`src/rtl/branch_predict_unit.sv`:
```
// branch_predict_unit: BTB predictor with 2-bit counters plus resolve, flush and link logic; BPU_PERF_CNT_EN adds perf counters
module branch_predict_unit #(
    parameter int WIDTH     = 32,
    parameter int BTB_DEPTH = 16
) (
    input  logic             clk,
    input  logic             reset,
    input  logic [WIDTH-1:0] f_pc,
    output logic             f_pred_taken,
    output logic [WIDTH-1:0] f_pred_target,
    input  logic             r_valid,
    input  logic [31:0]      r_instr,
    input  logic [WIDTH-1:0] r_pc,
    input  logic [WIDTH-1:0] r_rs1,
    input  logic             r_pred_taken,
    input  logic [WIDTH-1:0] r_pred_target,
    output logic             take_branch,
    output logic [WIDTH-1:0] branch_target,
    output logic             flush,
    output logic [WIDTH-1:0] redirect_pc,
    output logic             link_we,
    output logic [WIDTH-1:0] link_data
`ifdef BPU_PERF_CNT_EN
    ,
    output logic [31:0]      perf_branches,
    output logic [31:0]      perf_mispredicts
`endif
);
    localparam int IDX = $clog2(BTB_DEPTH);
    localparam int TAG = WIDTH - IDX - 2;
    logic [BTB_DEPTH-1:0] btb_valid;
    logic [TAG-1:0]       btb_tag    [BTB_DEPTH];
    logic [WIDTH-1:0]     btb_target [BTB_DEPTH];
    logic [1:0]           btb_ctr    [BTB_DEPTH];
    logic [IDX-1:0]   f_idx, r_idx;
    logic [TAG-1:0]   r_tag;
    logic             f_hit, r_hit;
    logic [5:0]       op;
    logic             is_jump, is_cond, is_br, is_link, is_reg, taken, mispredict, accept;
    logic [WIDTH-1:0] pc4, off, target;
    logic [1:0]       cur_ctr, new_ctr;
    assign f_idx         = f_pc[IDX+1:2];
    assign f_hit         = btb_valid[f_idx] && btb_tag[f_idx] == f_pc[WIDTH-1:IDX+2];
    assign f_pred_taken  = f_hit && btb_ctr[f_idx][1];
    assign f_pred_target = f_pred_taken ? btb_target[f_idx] : f_pc + WIDTH'(4);
    assign op         = r_instr[31:26];
    assign is_link    = op == 6'h03 || op == 6'h13;
    assign is_reg     = op == 6'h12 || op == 6'h13;
    assign is_jump    = op == 6'h02 || is_link || op == 6'h12;
    assign is_cond    = op == 6'h04 || op == 6'h05;
    assign is_br      = is_jump || is_cond;
    assign pc4        = r_pc + WIDTH'(4);
    assign off        = is_cond ? {{(WIDTH-16){r_instr[15]}}, r_instr[15:0]} : {{(WIDTH-26){r_instr[25]}}, r_instr[25:0]};
    assign target     = is_reg ? r_rs1 : pc4 + off;
    assign taken      = is_jump || (op == 6'h04 && r_rs1 == '0) || (op == 6'h05 && r_rs1 != '0);
    assign mispredict = (r_pred_taken != taken) || (taken && r_pred_target != target);
    // the cycle after a mispredict is wrong-path and must be ignored
    assign accept     = r_valid && !flush;
    assign r_idx      = r_pc[IDX+1:2];
    assign r_tag      = r_pc[WIDTH-1:IDX+2];
    assign r_hit      = btb_valid[r_idx] && btb_tag[r_idx] == r_tag;
    assign cur_ctr    = btb_ctr[r_idx];
    assign new_ctr    = is_jump ? 2'b11 : !r_hit ? 2'b10 : taken ? (cur_ctr == 2'b11 ? cur_ctr : cur_ctr + 2'b01) : (cur_ctr == 2'b00 ? cur_ctr : cur_ctr - 2'b01);
    // BTB training: allocate on taken miss, adjust counter on hit
    always_ff @(posedge clk) begin
        if (reset) begin
            btb_valid <= '0;
            for (int i = 0; i < BTB_DEPTH; i++) btb_ctr[i] <= 2'b01;
        end else if (accept && is_br && (r_hit || taken)) begin
            btb_valid[r_idx] <= 1'b1;
            btb_tag[r_idx]   <= r_tag;
            btb_ctr[r_idx]   <= new_ctr;
            if (taken) btb_target[r_idx] <= target;
        end
    end
    // registered resolve results; everything reads 0 when nothing was accepted
    always_ff @(posedge clk) begin
        if (reset || !accept) begin
            take_branch   <= 1'b0;
            branch_target <= '0;
            flush         <= 1'b0;
            redirect_pc   <= '0;
            link_we       <= 1'b0;
            link_data     <= '0;
        end else begin
            take_branch   <= taken;
            branch_target <= is_br ? target : '0;
            flush         <= mispredict;
            redirect_pc   <= mispredict ? (taken ? target : pc4) : '0;
            link_we       <= is_link;
            link_data     <= is_link ? pc4 : '0;
        end
    end
`ifdef BPU_PERF_CNT_EN
    // saturating event counters for accepted branches and flushes
    always_ff @(posedge clk) begin
        if (reset) begin
            perf_branches    <= '0;
            perf_mispredicts <= '0;
        end else if (accept) begin
            if (is_br && perf_branches != 32'hFFFFFFFF) perf_branches <= perf_branches + 32'd1;
            if (mispredict && perf_mispredicts != 32'hFFFFFFFF) perf_mispredicts <= perf_mispredicts + 32'd1;
        end
    end
`endif
endmodule
```
`config.mk`:
```
export PLATFORM = sky130hd
export DESIGN_NAME = branch_predict_unit
export DESIGN_NICKNAME = d
export VERILOG_FILES = /design/src/rtl/branch_predict_unit.sv
export SDC_FILE = /design/constraint.sdc
export NUM_CORES = 2
export LEC_CHECK = 0
export BUFFER_PORTS_ARGS = -buffer_cell sky130_fd_sc_hd__buf_2
export CORE_ASPECT_RATIO = 1.1
export CORE_MARGIN = 5
export CORE_UTILIZATION = 55
export CTS_CLUSTER_DIAMETER = 100
export DETAILED_ROUTE_END_ITERATION = 16
export PLACE_DENSITY = 0.73
export SYNTH_ARGS = -nofsm -noshare
export SYNTH_HDL_FRONTEND = slang
export SYNTH_SLANG_ARGS = --single-unit
export TNS_END_PERCENT = 10
```
`constraint.sdc`:
```
create_clock -name clk -period 6 [get_ports clk]
set_clock_uncertainty 0.05 [all_clocks]
set_input_delay 0.6 -clock clk [delete_from_list [all_inputs] [get_ports clk]]
set_output_delay 0.6 -clock clk [all_outputs]
set_load 0.1 [all_outputs]
```
; Yosys cells after proc, flatten, opt, wreduce, memory -nomap -nowiden
; Memory sizes are Yosys's and may differ from the RTL's.
; Cells that the tools add are included.
[totals]
ff_bits = 115
ram_bits = 960
inputBits = 164
word_cells = 90
memories = 3
[memory_table]
columns = memory, depth, word_bits, read_ports, rd_ports_with_merged_regs, wr, line_no
row1 = btb_target, 16, 32, 1, 0, 1, 33  ; logic [WIDTH-1:0] btb_target [BTB_DEPTH];
row2 = btb_tag, 16, 26, 2, 0, 1, 32  ; logic [TAG-1:0] btb_tag [BTB_DEPTH];
row3 = btb_ctr, 16, 2, 2, 0, 16, 34  ; logic [1:0] btb_ctr [BTB_DEPTH];
[op_classes]
add_sub_neg = 5
magnitude_cmp = 3
eq_ne = 11
muxes = 27
bitwise = 4
n_reduce_logical = 30
[ops]
columns = op, n
row1 = 32-bit 2-to-1 mux, 4
row2 = 32-bit by 3-bit adder with 32-bit output (second input constant), 2
row3 = 26-bit equality test, 2
row4 = 32-bit adder, 1
row5 = 32-bit zero test, 1
row6 = 32-bit != test, 1
row7 = 32-bit nonzero test, 1
row8 = 16-bit bitwise OR, 1
row9 = 1-bit 2-to-1 mux, 13
row10 = 6-bit by 2-bit equality test with 1-bit output (second input constant), 2
row11 = 6-bit by 3-bit equality test with 1-bit output (second input constant), 2
row12 = 6-bit by 5-bit equality test with 1-bit output (second input constant), 2
row13 = 2-bit 2-to-1 mux, 6
row14 = 1-bit logical OR, 11
row15 = 1-bit logical AND, 10
row16 = 4-bit by 5-bit less-than comparator with 1-bit output (second input constant), 2
row17 = 1-bit binary-select mux with 4-bit select, 2
row18 = 2-bit OR reduction, 4
row19 = 1-bit demux with 4-bit select, 1
row20 = 4-bit by 1-bit greater-or-equal comparator with 1-bit output (second input constant), 1
row21 = 4-bit 2-to-1 mux, 1
row22 = 1-bit inverter, 3
row23 = 2-bit by 1-bit adder with 2-bit output (second input constant), 1
row24 = 2-bit equality test (second input constant), 1
row25 = other kinds (4), 5

; Depth between registers and ports, before layout
[depth]
ltp_word = 13
ltp_mapped = 23
depth_no_buf = 20

; Worst setup path before layout
; OpenSTA, ideal clock, no wires.
[synth_path]
path_kind = input to output
start = input port f_pc[2]
end = output port f_pred_target[2]
t_arrival_ns = 6.159
t_required_ns = 5.350
path_slack_ns = -0.809
stages = 11
n_path_buf = 5
path_cell_list = buf_2 buf_2 buf_2 buf_1 mux4_2 mux4_2 xnor2_1 nand3_1 nor4_2 clkbuf_1 o21ai_0
[synth_via]
elab_chain_len = 5
elab_cells_between_ends = 10
classes_between = add/sub: 1 / eq/ne: 1 / mux: 3 / reduce/logical: 2 / memory: 3
[synth_lines]
columns = item, line_no
row1 = from (decl), 8  ; input logic [WIDTH-1:0] f_pc,
row2 = memory read 16 x 26 bit / 1-bit binary-select mux with 4-bit select (equally long branches), n/a
row3 = 26-bit equality test / 1-bit 2-to-1 mux (equally long branches), 43  ; assign f_hit = btb_valid[f_idx] && btb_tag[f_idx] == f_pc[WIDTH-1:IDX+2];
row4 = 1-bit logical AND, 43
row5 = 1-bit logical AND (*), 44  ; assign f_pred_taken = f_hit && btb_ctr[f_idx][1];
row6 = via f_pred_taken, 9  ; output logic f_pred_taken,
row7 = 32-bit 2-to-1 mux (*), 45  ; assign f_pred_target = f_pred_taken ? btb_target[f_idx] : f_pc + WIDTH'(4);
row8 = to (decl), 10  ; output logic [WIDTH-1:0] f_pred_target,
; Mark *: on every way through the listed nets, which the timed path passes. The rest lies on a longest branch. The select of a mux whose other input is x is not followed.

; Final worst setup path
[layout_path]
start = input port f_pc[2]
end = output port f_pred_target[19]
[layout_via]
elab_chain_len = 5
elab_cells_between_ends = 10
classes_between = add/sub: 1 / eq/ne: 1 / mux: 3 / reduce/logical: 2 / memory: 3
[layout_lines]
columns = item, line_no
row1 = memory read 16 x 26 bit / 1-bit binary-select mux with 4-bit select (equally long branches), n/a
row2 = 26-bit equality test / 1-bit 2-to-1 mux (equally long branches), 43
row3 = 1-bit logical AND, 43
row4 = 1-bit logical AND, 44
row5 = 32-bit 2-to-1 mux (*), 45
; Every way passes the cells marked *; elsewhere a longest branch is shown, timed or not. The select of a mux whose other input is x is not followed.

==> impl_metrics.env <==
export IMPL_status="complete, no violations"
export IMPL_cap_violations=0
export IMPL_worst_setup_hold_path_clk_slew_ns=0.06
export IMPL_ant_nets=0
export IMPL_initial_antenna_violation_count=2
export IMPL_maxSlewHeadroom_pct=17.4
export IMPL_ctsHtreeMaxLevel=3
export IMPL_portBuffers=295
export IMPL_critical_path_peak_fanout=62
export IMPL_r2r_end="btb_tag[11][1]"
export IMPL_power_density_nw_per_um2=307
export IMPL_critical_path_max_stage_delay_ns=0.65
export IMPL_min_from="r_pc[0]"
export IMPL_via_count_of_the_first_global_routing_pass=30800
export IMPL_clock_sinks=1075
export IMPL_die_height_um=322
export IMPL_layout_common_cells="sky130_fd_sc_hd__edfxtp_1, sky130_fd_sc_hd__mux4_2, sky130_fd_sc_hd__buf_2, sky130_fd_sc_hd__nand2_1, sky130_fd_sc_hd__buf_4"
export IMPL_globalplace_congestion=1.05
export IMPL_holdBufCountCts=0
export IMPL_total_leakage_power_uw=0.0194
export IMPL_final_layout_size_suffix_gt1_share_pct=34.1
export IMPL_number_of_failing_hold_endpoints_at_the_final_stage=0
export IMPL_syn_area_per_cell_um2=17.3
export IMPL_finalSetupViolCount=0
export IMPL_grt_setup_unrepaired="false"
export IMPL_total_clock_buffers_created_by_cts=103
export IMPL_initial_core_util_pct=55.4
export IMPL_clock_fmax_mhz=186
export IMPL_footprint_of_the_multi_input_gates_um2=17000
export IMPL_tightestPinTransition_ns=1.20
export IMPL_boundaryPins=296
export IMPL_holdPathEnd="link_data[0]"
export IMPL_drtIter0Drc=3824
export IMPL_crit_path_setup_slack_layout_ns=0.628
export IMPL_post_cts_resized=0
export IMPL_die_area_um2=94800
export IMPL_synth_area_um2=48800
export IMPL_cts_path_max_buffers=3
export IMPL_worst_path_most_repeated_cell="sky130_fd_sc_hd__mux4_2"
export IMPL_synth_cell_types=95
export IMPL_reg2reg_launch_point="btb_tag[13][16]"
export IMPL_wire_per_inst_um=33.4
export IMPL_synth_main_ff_cell="sky130_fd_sc_hd__edfxtp_1"
export IMPL_global_route_wire_length_before_repair_um=214000
export IMPL_finalNetCount=3413
export IMPL_setup_worst_path_class="primary input to output pin"
export IMPL_global_route_usage_met3_pct=6.82
export IMPL_fp_dieW_um=294
export IMPL_worstSetupStartpointType="primary input"
export IMPL_yosysSeqAreaShare_pct=63.8
export IMPL_syn_num_nets=3028
export IMPL_routed_via_density=6.70
export IMPL_yosysWarnings=0
export IMPL_final_common_cell="sky130_fd_sc_hd__edfxtp_1"
export IMPL_cp_arrival_ns=4.72
export IMPL_final_core_util_pct=64.8
export IMPL_cpMaxStageDelayCell="sky130_fd_sc_hd__mux4_2"
export IMPL_use_met1_pct=41.2
export IMPL_grt_use_met2_pct=52.5
export IMPL_worst_r2r_cell_count=11
export IMPL_timing_reg2reg_setup_slack_ns=1.48
export IMPL_cts_repair_timing_setup_buffer_count=0
export IMPL_grt_busiest_layer="met2"
export IMPL_hold_path_class="primary input to register"
export IMPL_async_flop_share_pct=0
export IMPL_final_period_util_pct=89.5
export IMPL_synth_enable_flop_cells=960
export IMPL_area_growth_pct=16.8
export IMPL_fill_cells=5940
export IMPL_final_wirelength_um=149000
export IMPL_design_core_area_um2=88000
export IMPL_tritoncts_clock_tree="done"
export IMPL_seqCellArea_um2=31100
export IMPL_pin_count_of_the_biggest_net_entering_global_routing=94
export IMPL_finalMaxSlewViolations=0
export IMPL_insertion_delay_ns=0.70
export IMPL_floorplan_rows=114
export IMPL_critPathCaptureType="output pin"
export IMPL_dp_hpwl_um=97900
export IMPL_global_route_usage_total_pct=31.2
export IMPL_syn_inst=2824
export IMPL_fin_crit_ns=5.37
export IMPL_critical_path_cell_chain="buf_8 > buf_4 > mux4_2 > mux4_2 > xnor2_1 > nand4_1 > or4_1 > nor4_4 > buf_12 > nand2_1 > o21ai_0 > buf_2"
export IMPL_dr_pass1_iters=6
export IMPL_crit_path_required_time_ns=5.35
export IMPL_cts_root_buffer="sky130_fd_sc_hd__clkbuf_16"
export IMPL_hold_path_cell_count=2
export IMPL_detail_route_drc_violations=0
export IMPL_globalRoute_totalOverflow=0
export IMPL_number_of_synthesized_register_bits=1075
export IMPL_preCtsSetupSlack_ns=0.131
export IMPL_max_vdd_ir_drop_mv=0.254
export IMPL_vias=29900
-- flip-flops by register name, indices dropped and copies added, names as in the netlist --
signal / cells
link_data: 32
btb_target: 512
btb_valid: 16
branch_target: 32
redirect_pc: 32
link_we: 1
btb_tag: 416
take_branch: 1
flush: 1
btb_ctr: 32
-- routing by layer --
metal / part of all wire [%] / wire length, um
met1: 36 / 53400
met2: 50 / 75000
met3: 9.8 / 14600
met4: 3.9 / 5840
met5: 0.0081 / 12
-- logic make-up (layout without fill, tap and decap cells) --
logic type / count (synthesis) / in the layout / synth area share [%]
AOI/OAI and AO/OA: 274 / 274 / 3.72
xor gates and xnor gates: 166 / 166 / 3.04
adders and majority gates: 41 / 41 / 1.06
buffers and inverters: 234 / 708 / 1.89
DFF: 1075 / 1075 / 63.8
muxes: 455 / 455 / 20.5
other: 0 / 4 / 0
and+or+nand+nor: 579 / 579 / 5.95
-- report_power, final --
part | leakage, uW | internal, uW | switching (uW)
clock network | 0.00177 | 4090 | 2890
registers | 0.00955 | 8370 | 11.7
logic | 0.00808 | 714 | 1410
-- cell usage after synthesis, drive strengths merged (4+ instances only) --
library cell	count	area [um^2]
edfxtp	960	28800
mux4	436	9820
nand2	159	597
nor2	143	537
dfxtp	115	2300
clkbuf	107	402
xnor2	106	928
o21ai	92	460
buf	64	284
inv	62	233
nor3	60	310
xor2	58	508
a21oi	54	282
nand4	46	288
nand3	45	248
ha	39	488
a21o	36	270
and2	25	156
nor4	25	193
mux2i	17	170
and3	16	106
or2	11	71.3
and4	10	90.1
o211ai	9	67.6
nor2b	8	50.1
o2111ai	8	70.1
or3	8	51.3
a31oi	7	43.8
a211o	6	52.6
o21a	6	45.0
a211oi	5	37.5
a21boi	5	41.3
o31ai	5	42.5
a221oi	4	35.0
a31o	4	43.8
nand2b	4	25.0
nor3b	4	30.0
-- worst max path at each step --
stage                 start           endpoint  slack [ns]  cells past startpoint
global route        f_pc[2]   f_pred_target[5]        0.39                     12
CTS                 f_pc[2]   f_pred_target[3]        0.59                     12
floorplan           f_pc[2]  f_pred_target[25]       -0.19                     11
global placement    r_pc[3]      btb_ctr[3][1]        0.07                     15
finish              f_pc[2]  f_pred_target[19]        0.63                     12
detailed placement  r_pc[3]     btb_ctr[14][0]        0.13                     16
-- final cells by class --
type	instances	share of cell area, %
flip-flops and latches	1075	54.6
multi-input cells	1515	29.8
repair buffers	451	6.22
clock buffers	124	4.73
well taps	1160	2.55
clock inverters	70	1.64
inverters	63	0.415
diodes	4	0.0176
-- metrics by stage --
step                area [um^2]  total power [uW]  instances  hold WS [ns]  setup TNS (ns)
floorplan                 48800              9760       2824         0.393           -4.20
global placement          53400             10600       4264         0.408               0
detailed placement        53400             10600       4264         0.414               0
CTS                       57000             17500       4458         0.130               0
global route              57000             18000       4458         0.164               0
finish                    57000             17500       4462         0.161               0
-- worst max-delay path, delay by kind of cell --
family / cells / cell delay [ns]
buffers and inverters: 4 / 1.53
multiplexers: 2 / 1.18
AND/OR/NAND/NOR: 4 / 0.88
XOR/XNOR: 1 / 0.26
AO/OA/AOI/OAI: 1 / 0.12
Note: power is estimated with default switching activity, not from simulation.
